File: src/rtl/multdiv_seq.sv
// ----------------------------------------------------------------------------
// multdiv_seq
//
// Control sequencer for an iterative multiply/divide datapath. One request
// is turned into a one-cycle operand-load strobe, then N iteration cycles,
// then a one-cycle result-valid strobe. N is MULT_STEPS for a multiply and
// DIV_STEPS for a divide. A new request in any state restarts the sequence.
// A request in the middle of an operation abandons that operation.
//
// Parameters
//   MULT_STEPS  iteration cycles per multiply (1..63)
//   DIV_STEPS   iteration cycles per divide   (1..63)
//
// Ports
//   clock       single clock; all state changes on its rising edge
//   clr_n       synchronous active-low clear, sampled on the rising edge
//   start_mult  multiply request (one-cycle pulse); wins over start_div
//   start_div   divide request (one-cycle pulse)
//   load        operand-load strobe (LOAD state)
//   step        iteration enable (RUN state)
//   count       index of the current step; equals N in DONE
//   op_div      active or last operation: 1 = divide, 0 = multiply
//   busy        sequencer is not idle
//   result_rdy  one-cycle result-valid strobe (DONE state)
//
// Every output is a flop or a decode of flops only. Inputs never reach the
// outputs through combinational logic.
// ----------------------------------------------------------------------------
module multdiv_seq #(
  parameter int unsigned MULT_STEPS = 32,
  parameter int unsigned DIV_STEPS  = 32
) (
  input  logic       clock,
  input  logic       clr_n,
  input  logic       start_mult,
  input  logic       start_div,
  output logic       load,
  output logic       step,
  output logic [5:0] count,
  output logic       op_div,
  output logic       busy,
  output logic       result_rdy
);

  typedef enum logic [1:0] {
    IDLE = 2'd0,
    LOAD = 2'd1,
    RUN  = 2'd2,
    DONE = 2'd3
  } state_e;

  // Index of the last RUN cycle for each operation.
  localparam logic [5:0] MULT_LAST = 6'(MULT_STEPS - 1);
  localparam logic [5:0] DIV_LAST  = 6'(DIV_STEPS - 1);

  state_e     state_q, state_d;
  logic       op_div_q, op_div_d;
  logic [5:0] count_q, count_d;

  logic req;
  logic req_div;
  logic run_last;

  // A multiply request takes priority over a divide request on the same edge.
  assign req     = start_mult | start_div;
  assign req_div = start_div & ~start_mult;

  // The step limit follows the registered operation, not the incoming request.
  assign run_last = (count_q == (op_div_q ? DIV_LAST : MULT_LAST));

  // Next-state logic.
  always_comb begin
    // NOTE: each signal gets a default before the case. Any path that missed
    // an assignment would otherwise infer a latch.
    state_d  = state_q;
    op_div_d = op_div_q;
    count_d  = count_q;

    case (state_q)
      IDLE: begin
        count_d = 6'd0;
      end
      LOAD: begin
        state_d = RUN;
        count_d = 6'd0;
      end
      RUN: begin
        // On the last step count moves to N. DONE shows N, and the counter
        // never wraps inside an operation.
        count_d = count_q + 6'd1;
        if (run_last) begin
          state_d = DONE;
        end
      end
      DONE: begin
        state_d = IDLE;
        count_d = 6'd0;
      end
      default: begin
        state_d = IDLE;
        count_d = 6'd0;
      end
    endcase

    // An accepted request overrides everything above. In LOAD or RUN this
    // aborts the current operation, which then never reaches DONE. In DONE
    // the current result_rdy cycle is still shown, and the machine goes
    // straight to LOAD.
    if (req) begin
      state_d  = LOAD;
      op_div_d = req_div;
      count_d  = 6'd0;
    end
  end

  // State registers with synchronous clear.
  always_ff @(posedge clock) begin
    // NOTE: sequential state uses non-blocking assignments only. All flops
    // then update together from values sampled before the edge.
    if (!clr_n) begin
      state_q  <= IDLE;
      op_div_q <= 1'b0;
      count_q  <= 6'd0;
    end else begin
      state_q  <= state_d;
      op_div_q <= op_div_d;
      count_q  <= count_d;
    end
  end

  // Output decode from registered state.
  assign load       = (state_q == LOAD);
  assign step       = (state_q == RUN);
  assign result_rdy = (state_q == DONE);
  assign busy       = (state_q != IDLE);
  assign count      = count_q;
  assign op_div     = op_div_q;

endmodule
File: config.mk
export PLATFORM = sky130hd
export DESIGN_NAME = multdiv_seq
export DESIGN_NICKNAME = d
export VERILOG_FILES = /design/src/rtl/multdiv_seq.sv
export SDC_FILE = /design/constraint.sdc
export NUM_CORES = 1
export LEC_CHECK = 0
export BUFFER_PORTS_ARGS = -buffer_cell sky130_fd_sc_hd__buf_4
export CORE_AREA = 2 2 39 41
export DETAILED_ROUTE_END_ITERATION = 10
export DIE_AREA = 0 0 41 43
export HOLD_SLACK_MARGIN = 0.15
export PLACE_DENSITY_LB_ADDON = 0.05
export SYNTH_ARGS = -nofsm -noshare
export SYNTH_HDL_FRONTEND = slang
export SYNTH_SLANG_ARGS = --single-unit
export TNS_END_PERCENT = 10
File: constraint.sdc
create_clock -name clock -period 1.7 [get_ports clock]
set_clock_uncertainty 0.15 [all_clocks]
set_input_delay 0.17 -clock clock [delete_from_list [all_inputs] [get_ports clock]]
set_output_delay 0.17 -clock clock [all_outputs]
set_load 0.1 [all_outputs]
Word level (Yosys, flattened, before mapping)
Cells that the tools add are included.
- $add $sub $neg: 1
- $mul: 0
- div/mod/pow operators: 0
- magnitude comparators: 0
- eq/ne operators: 6
- shift operators: 0
- multiplexer cells: 4
- bitwise gates (word level): 4
- reductions and logical operators: 8
- operator list (operator ; number):
    one-hot mux 6 bit (2 select lines) ; 1
    adder 6 x 1 -> 6 bit (second input constant) ; 1
    equality test 6 x 5 -> 1 bit (second input constant) ; 1
    one-hot mux 2 bit (3 select lines) ; 1
    equality test 2 bit (second input constant) ; 2
    AND reduction 2 bit ; 2
    nonzero test 4 bit ; 1
    inequality test 3 x 1 -> 1 bit (second input constant) ; 1
    nonzero test 3 bit ; 1
    OR reduction 3 bit ; 1
    equality test 2 x 1 -> 1 bit (second input constant) ; 1
    zero test 2 bit ; 1
    two-way mux 2 bit ; 1
    inequality test 2 x 1 -> 1 bit (second input constant) ; 1
    NOT 1 bit ; 2
    nonzero test 2 bit ; 1
    OR reduction 2 bit ; 1
    AND 1 bit ; 1
    two-way mux 1 bit ; 1
    OR 1 bit ; 1
- register bits after elaboration: 9
- bits in latches: 0
- RAM bits: 0
- bits in read-only memories: 0
- input port bits: 4
- output and inout port bits: 11
- logic and storage cells: 27
- memories: 0

Longest topological paths before layout
Gate-level depths: netlist of the first run.
- depth after elaboration: 4
- gate-level depth with buffers: 5
- mapped depth without buffers: 5

Worst setup path before layout of the first run
No wires, ideal clock.
- path type: flip-flop to flip-flop
- start: reg count_q[0], in the netlist count[0]
- end: reg state_q[0]
- setup time: 96 ps
- arrival: 2030 ps
- data required time: 1454 ps
- slack: -575 ps
- cell stages (with the launch flop): 6
- buffers on the path: 0
- period minus slack after synthesis: 2275 ps
- cell sequence: dfxtp_1 > ha_1 > nand3_1 > o21ai_1 > o21ai_0 > a221oi_1
- word-level cells in the longest chain between the ends: 3
- RTL lines (what ; line ; text):
    start: declaration ; 58 ; logic [5:0] count_q, count_d;
    start signal: assignment ; 127 ; count_q <= count_d;
    equality test 6 x 5 -> 1 bit ; 69 ; assign run_last = (count_q == (op_div_q ? DIV_LAST : MULT_LAST));
    inequality test 3 x 1 -> 1 bit (no source line) ; -- ;
    AND reduction 2 bit (no source line) ; -- ;
    end signal: assignment ; 125 ; state_q <= state_d;
    end: declaration ; 56 ; state_e state_q, state_d;
Every way passes these cells.
A chain may end at the register's enable or synchronous reset.

Worst setup path after layout of the first run
- start: reg state_q[0]
- end: out busy
- word-level cells in the longest chain between the ends: 1
- RTL lines (what ; line ; text):
    nonzero test 2 bit ; 135 ; assign busy = (state_q != IDLE);
    end: declaration ; 41 ; output logic busy,
Every way passes these cells.

==> metrics.yaml, run 1 <==
grt_pass1_vias: 392
cts_root_buffer: "clkbuf_4"
grt_usage: 0.1375
via_per_inst: 4.393
yosysSeqAreaShare: 0.3913
drive_gt1_frac: 0.4521
cts_buffer_depth: 2
worst_pin_slew_ns: 0.2787
clk_pin_slew_ns: 0.06
start_util: 0.3327
fin_crit_sh: 0.9534
grt.overflow.total: 0
syn_area_sq_um: 460.4
nNetsFinal: 86
min_period_ns: 1.621
switching_share: 0.3301
cts_tree: "done"
ant_nets: 0
fillers: 141
endpoint_kind: "output pin"
crit_arrival_ns: 1.30
ys_types: 20
cp.required_ns: 1.38
critPathMaxFanout: 5
p_leak_nw: 0.3195
powerDensity_nw_per_um2: 710.3
synthesis.nets: 62
place_congestion: 0.6417
std_cell_rows: 14
cts_num_sinks: 9
clock.fmax_mhz: 617.0
clk_latency_ns: 0.26
synthCells: 50
seq_power_share: 0.432
maxCapViolCount: 0
first_pass_iters: 2
wl_microns: 927
instances_no_fill: 89
grt_max_degree: 7
p_clk_frac: 0.325
cts_htree_levels: 1
slew_headroom: 0.8157
io_buffers: 14
layout-area-overhead-vs-synth_pct: 56.25
io_pins: 15
vias: 391
finalMaxSlewViolations: 0
die_w_microns: 41
finalHoldWorstSlack_ns: 0.1626
grt_pass1_wl_microns: 1621
p_int_uw: 342.3
fin_total_pwr_uw: 511.0
outcome: "complete, no violations"
die_y_microns: 43
yosysWarnings: 0
antenna_found_initial: 0
dp_hpwl_microns: 698.5
crit_type: "flop to output pin"
p_comb_frac: 0.244
p_sw_uw: 168.7
min_path_type: "input port to flop"
setup_viol: 0
synth_seq_cells: 9
numCtsBuffers: 3
fp.dieArea_sq_um: 1763
syn_avg_cell_area_sq_um: 9.209
final_util: 0.5199
numPlacedInstances: 82
insertedDiodeCount: 0
core_sq_um: 1384
drt_iter0_markers: 5
rsz0062_at_grt: "false"
postCtsSetupBuffers: 0
hold_viol: 0
avgRoutedWirePerCell_microns: 10.42
vdd_drop_max_mv: 0.3436
start_kind: "flop"
drc: 0
synthesized netlist by cell type, drive strengths merged:
| cell | number | area share |
|---|---|---|
| buf | 1 | 0.011 |
| or3 | 1 | 0.014 |
| nor4 | 1 | 0.014 |
| inv | 6 | 0.049 |
| nand3 | 2 | 0.022 |
| a21oi | 1 | 0.011 |
| or4 | 1 | 0.016 |
| a221oi | 1 | 0.019 |
| and3 | 1 | 0.014 |
| xor2 | 2 | 0.038 |
| nand2b | 1 | 0.014 |
| xnor2 | 2 | 0.038 |
| nor3 | 1 | 0.011 |
| dfxtp | 9 | 0.39 |
| o21ai | 2 | 0.022 |
| nor2 | 8 | 0.065 |
| a311oi | 1 | 0.019 |
| ha | 8 | 0.22 |
| nor3b | 1 | 0.016 |
routing by layer:
metal  track usage  vias up  wire length (microns)
met3       0.04712        2                     52
met2        0.1906       10                    403
met1        0.1776      167                    459
li1              -      212                      -
met5             0        -                      0
met4       0.08000        0                     11
layout by cell type, fill, tap and decap left out:
master          n
dfxtp_4         2
and3_1          1
buf_4          17
or4_4           1
a21oi_1         1
nand2b_1        1
inv_1           6
ha_4            3
a221oi_1        1
dfxtp_1         1
o21ai_0         1
dlygate4sd3_1   3
xor2_1          2
xnor2_1         2
clkbuf_1        1
dfxtp_2         6
clkbuf_4        3
nor3_1          1
nor3b_1         1
ha_1            5
or3_1           1
o21ai_2         1
nor2_1          8
nor4_1          1
nand3_1         2
a311oi_1        1
worst max-delay path: stages (launching register included):
cell and delay (ns):
dfxtp_2 0.42, inv_1 0.08, ha_1 0.21, inv_1 0.06
buf_4 0.28
flip-flops by register name (all words and copies together) (netlist names):
name	flops
count	6
op_div	1
state_q	2
timing repair:
action / in CTS / in global routing
endpoints found under the hold margin: 3 / 0
pin swaps: 0 / 0
hold buffers: 3 / 0
gates resized for setup: 1 / 1
setup endpoints to repair: 4 / 1
power by group through the flow:
stage | combinational, mW | sequential [mW] | clock, mW
CTS | 0.124 | 0.221 | 0.174
floorplan | 0.0800 | 0.239 | 0
global placement | 0.118 | 0.225 | 0
finish | 0.125 | 0.221 | 0.166
detailed placement | 0.117 | 0.226 | 0
global route | 0.134 | 0.221 | 0.185
kinds of logic after synthesis:
family,share of synthesized area
compound gates,0.07063
xor+xnor,0.07610
fa+ha+maj,0.2174
buf+inv,0.05977
flops,0.3913
simple gates,0.1848
per-stage QoR:
stage               area [sq um]  worst slack, ns   TNS, ns
floorplan                  513.0         -0.01229  -0.01229
global placement           655.6          0.04077         0
detailed placement         655.6         0.001965         0
CTS                        715.7          0.06254         0
global route               719.4          0.01111         0
finish                     719.4          0.07926         0
final cells by class:
cell class              instances  area [sq um]  area share
multi-input cells              34         297.8      0.4139
flip-flops and latches          9         195.2      0.2713
repair buffers                 20         157.7      0.2191
clock buffers                   4         26.28     0.03652
inverters                       6         22.52     0.03130
well taps                      16         20.02     0.02783
worst paths after layout:
kind	from	endpoint	slack, ns	cells after the start
worst max register to register	state_q[0]	count[2]	0.08	4
worst min-delay path	start_div	state_q[0]	0.16	3
worst min register to register	count[0]	count[0]	0.28	1
worst max-delay path	state_q[0]	busy	0.08	4
Note: power is estimated with default switching activity, not from simulation.
==> run 2, diff against run 1 <==
- RECOVER_POWER: default -> 50
- clock period: 1.7 -> 1.4 ns (I/O delays scaled with it)
==> run 2 against run 1 <==
  * The flow now finishes with violations (negative setup slack)
  * Cell count increased by 13%
  * Critical path type unchanged
  * Sequential share of layout area decreased by 5.4 points
  * Sequential cell count unchanged
  * Clock power increased by 23%
  * Worst hold slack got worse by 0.10 ns
  * Non-clock buffer count increased by 12
  * Worst setup slack got worse by 0.19 ns
  * Critical path depth increased by 1
  * Via count increased by 16%
  * Total power increased by 38%
  * Routed wire length increased by 35%
  * Combinational power increased by 90%
==> metrics.yaml, run 2 (same netlist as run 1, synthesis figures left out) <==
crit_slowest_cell: "dfxtp_4"
first_pass_iters: 1  # -1
final_area_sq_um: 945.9  # +31%
cpPeakStageDelay_ns: 0.38  # -0.04 ns
rr_startpoint: "state_q[1]"
vdd_drop_max_mv: 0.4923  # +43%
maxCapViolCount: 0  # unchanged
critPathMaxFanout: 3  # -2
grt_pass1_vias: 435  # +11%
grt.overflow.total: 0  # unchanged
ant_nets: 0  # unchanged
insertedDiodeCount: 0  # unchanged
dp_hpwl_microns: 824.8  # +18%
largest_reg_flops: 6  # unchanged
min_period_ns: 1.515
cts_num_sinks: 9  # unchanged
crit_chain: "inv_4 -> buf_6 -> ha_4 -> buf_6 -> buf_12"
cts_tree: "done"
avgRoutedWirePerCell_microns: 12.37  # +19%
crit_arrival_ns: 1.22  # -0.08 ns
clk_latency_ns: 0.26  # about the same
hold_depth: 3  # unchanged
min_from: "start_div"
io_pins: 15  # unchanged
outcome: "complete, but fails checks"
nNetsFinal: 98  # +14%
drive_gt1_frac: 0.6588  # +0.2068
vias: 452  # +16%
start_util: 0.3327  # unchanged
io_buffers: 14  # unchanged
start_kind: "flop"
clock.fmax_mhz: 660.2
p_leak_nw: 0.3991  # +25%
fin_crit_sh: 1.082
critPathBufInv: 4  # +1
finalHoldWorstSlack_ns: 0.05960  # -0.1030 ns
failed_checks: "negative setup slack"
post-place-ws_ns: -0.1512  # -0.1532 ns
endpoint_kind: "output pin"
cts_root_buffer: "clkbuf_4"
crit_type: "flop to output pin"
whs_endpoint: "state_q[1]"
rsz0062_at_grt: "true"
fin_total_pwr_uw: 704.3  # +38%
grt_max_degree: 7  # unchanged
layout-area-overhead-vs-synth_pct: 105.4
final_common_cell: "buf_4"
placed_area_sq_um: 783.3  # +19%
powerDensity_nw_per_um2: 744.6  # +4.8%
reg2reg_depth: 4  # unchanged
min_path_type: "input port to flop"
setup_ws_ns: -0.1148  # -0.1941 ns
fillers: 113  # -20%
place_congestion: 0.6756  # +5.3%
core_sq_um: 1384  # unchanged
hold_viol: 0  # unchanged
clk_pin_slew_ns: 0.06  # about the same
worst_pin_slew_ns: 0.4920  # +0.2133 ns
die_w_microns: 41  # unchanged
die_y_microns: 43  # unchanged
via_per_inst: 4.475  # +1.9%
numCtsBuffers: 3  # unchanged
fp.dieArea_sq_um: 1763  # unchanged
path_delay_family: "buffers and inverters"
drt_iter0_markers: 0  # -5
regArea_sq_um: 205.2  # +5.1%
wl_microns: 1249  # +35%
cts_htree_levels: 1  # unchanged
cp.required_ns: 1.11  # -0.27 ns
r2r_setup_slack_ns: -0.09  # -0.17 ns
rr_endpoint: "count[0]"
cpMostUsedCell: "buf_6"
multi_input_area_sq_um: 361.6  # +21%
cts_buffer_depth: 2  # unchanged
drc: 0  # unchanged
mostFrequentLayoutCells: "16 x buf_4, 8 x nor2_1, 6 x dfxtp_4"
grt_usage: 0.1528  # +0.01525
std_cell_rows: 14  # unchanged
slew_headroom: 0.6743  # -0.1414
antenna_found_initial: 0  # unchanged
setup_viol: 9  # +9
finalMaxSlewViolations: 0  # unchanged
grt_pass1_wl_microns: 1800  # +11%
run 2: cell count changes in the layout (fill, tap and decap cells not counted), moves of 2 or more:
cell,change
ha_1,-2
ha_4,+2
inv_4,+3
buf_12,+3
dfxtp_4,+4
dfxtp_2,-4
buf_2,+2
buf_6,+5
inv_1,-4
run 2: layout make-up:
cell class | instances | share of cell area
Timing Repair Buffer | 32 | 0.3201
Inverter | 6 | 0.03175
Tap cell | 16 | 0.02116
Multi-Input combinational cell | 34 | 0.3823
Sequential cell | 9 | 0.2169
Clock buffer | 4 | 0.02778
run 2: power by group:
part	total, mW	switching (mW)	internal, mW
Combinational	0.238	0.134	0.104
Clock	0.204	0.0943	0.110
Sequential	0.262	0.00851	0.254
Total	0.704	0.236	0.468
run 2: worst max-delay path by stage:
stage                from       end  slack, ns  depth (start not counted)
3_5_place_dp   start_mult  count[0]      -0.15                          4
5_1_grt        state_q[1]      load      -0.15                          5
4_1_cts        state_q[0]  count[0]      -0.12                          4
2_1_floorplan  state_q[0]  count[0]      -0.18                          4
6_report       state_q[1]      load      -0.11                          5
3_3_place_gp   start_mult  count[0]      -0.13                          4
run 2: repair_timing:
| action | in CTS | in global routing |
|---|---|---|
| hold buffers | 2 | 1 |
| pin swaps | 0 | 2 |
| resized for setup | 15 | 14 |
| buffers inserted | 0 | 0 |
| endpoints found under the hold margin | 3 | 2 |
| setup endpoints to repair | 12 | 12 |
run 2: worst reg2reg max path, stage by stage (launching register included):
cell and delay, ns:
dfxtp_4 0.38, inv_4 0.05, ha_4 0.15, or4_4 0.57, nor2_1 0.11
run 2: per-stage QoR:
| stage | utilization | std cells | TNS, ns |
|---|---|---|---|
| 6_report | 0.6835 | 101 | -0.6755 |
| 5_1_grt | 0.6835 | 101 | -1.120 |
| 4_1_cts | 0.6347 | 100 | -0.8867 |
| 3_5_place_dp | 0.5660 | 94 | -0.7964 |
| 3_3_place_gp | 0.5660 | 94 | -0.7182 |
| 2_1_floorplan | - | 50 | -1.531 |
run 2: metal layers:
| metal | vias to the layer above | wire length, microns | global-route usage |
|---|---|---|---|
| met2 | 13 | 638 | 0.2406 |
| met1 | 200 | 527 | 0.1806 |
| li1 | 237 | - | - |
| met3 | 2 | 66 | 0.05236 |
| met5 | - | 0 | 0 |
| met4 | 0 | 17 | 0.06000 |
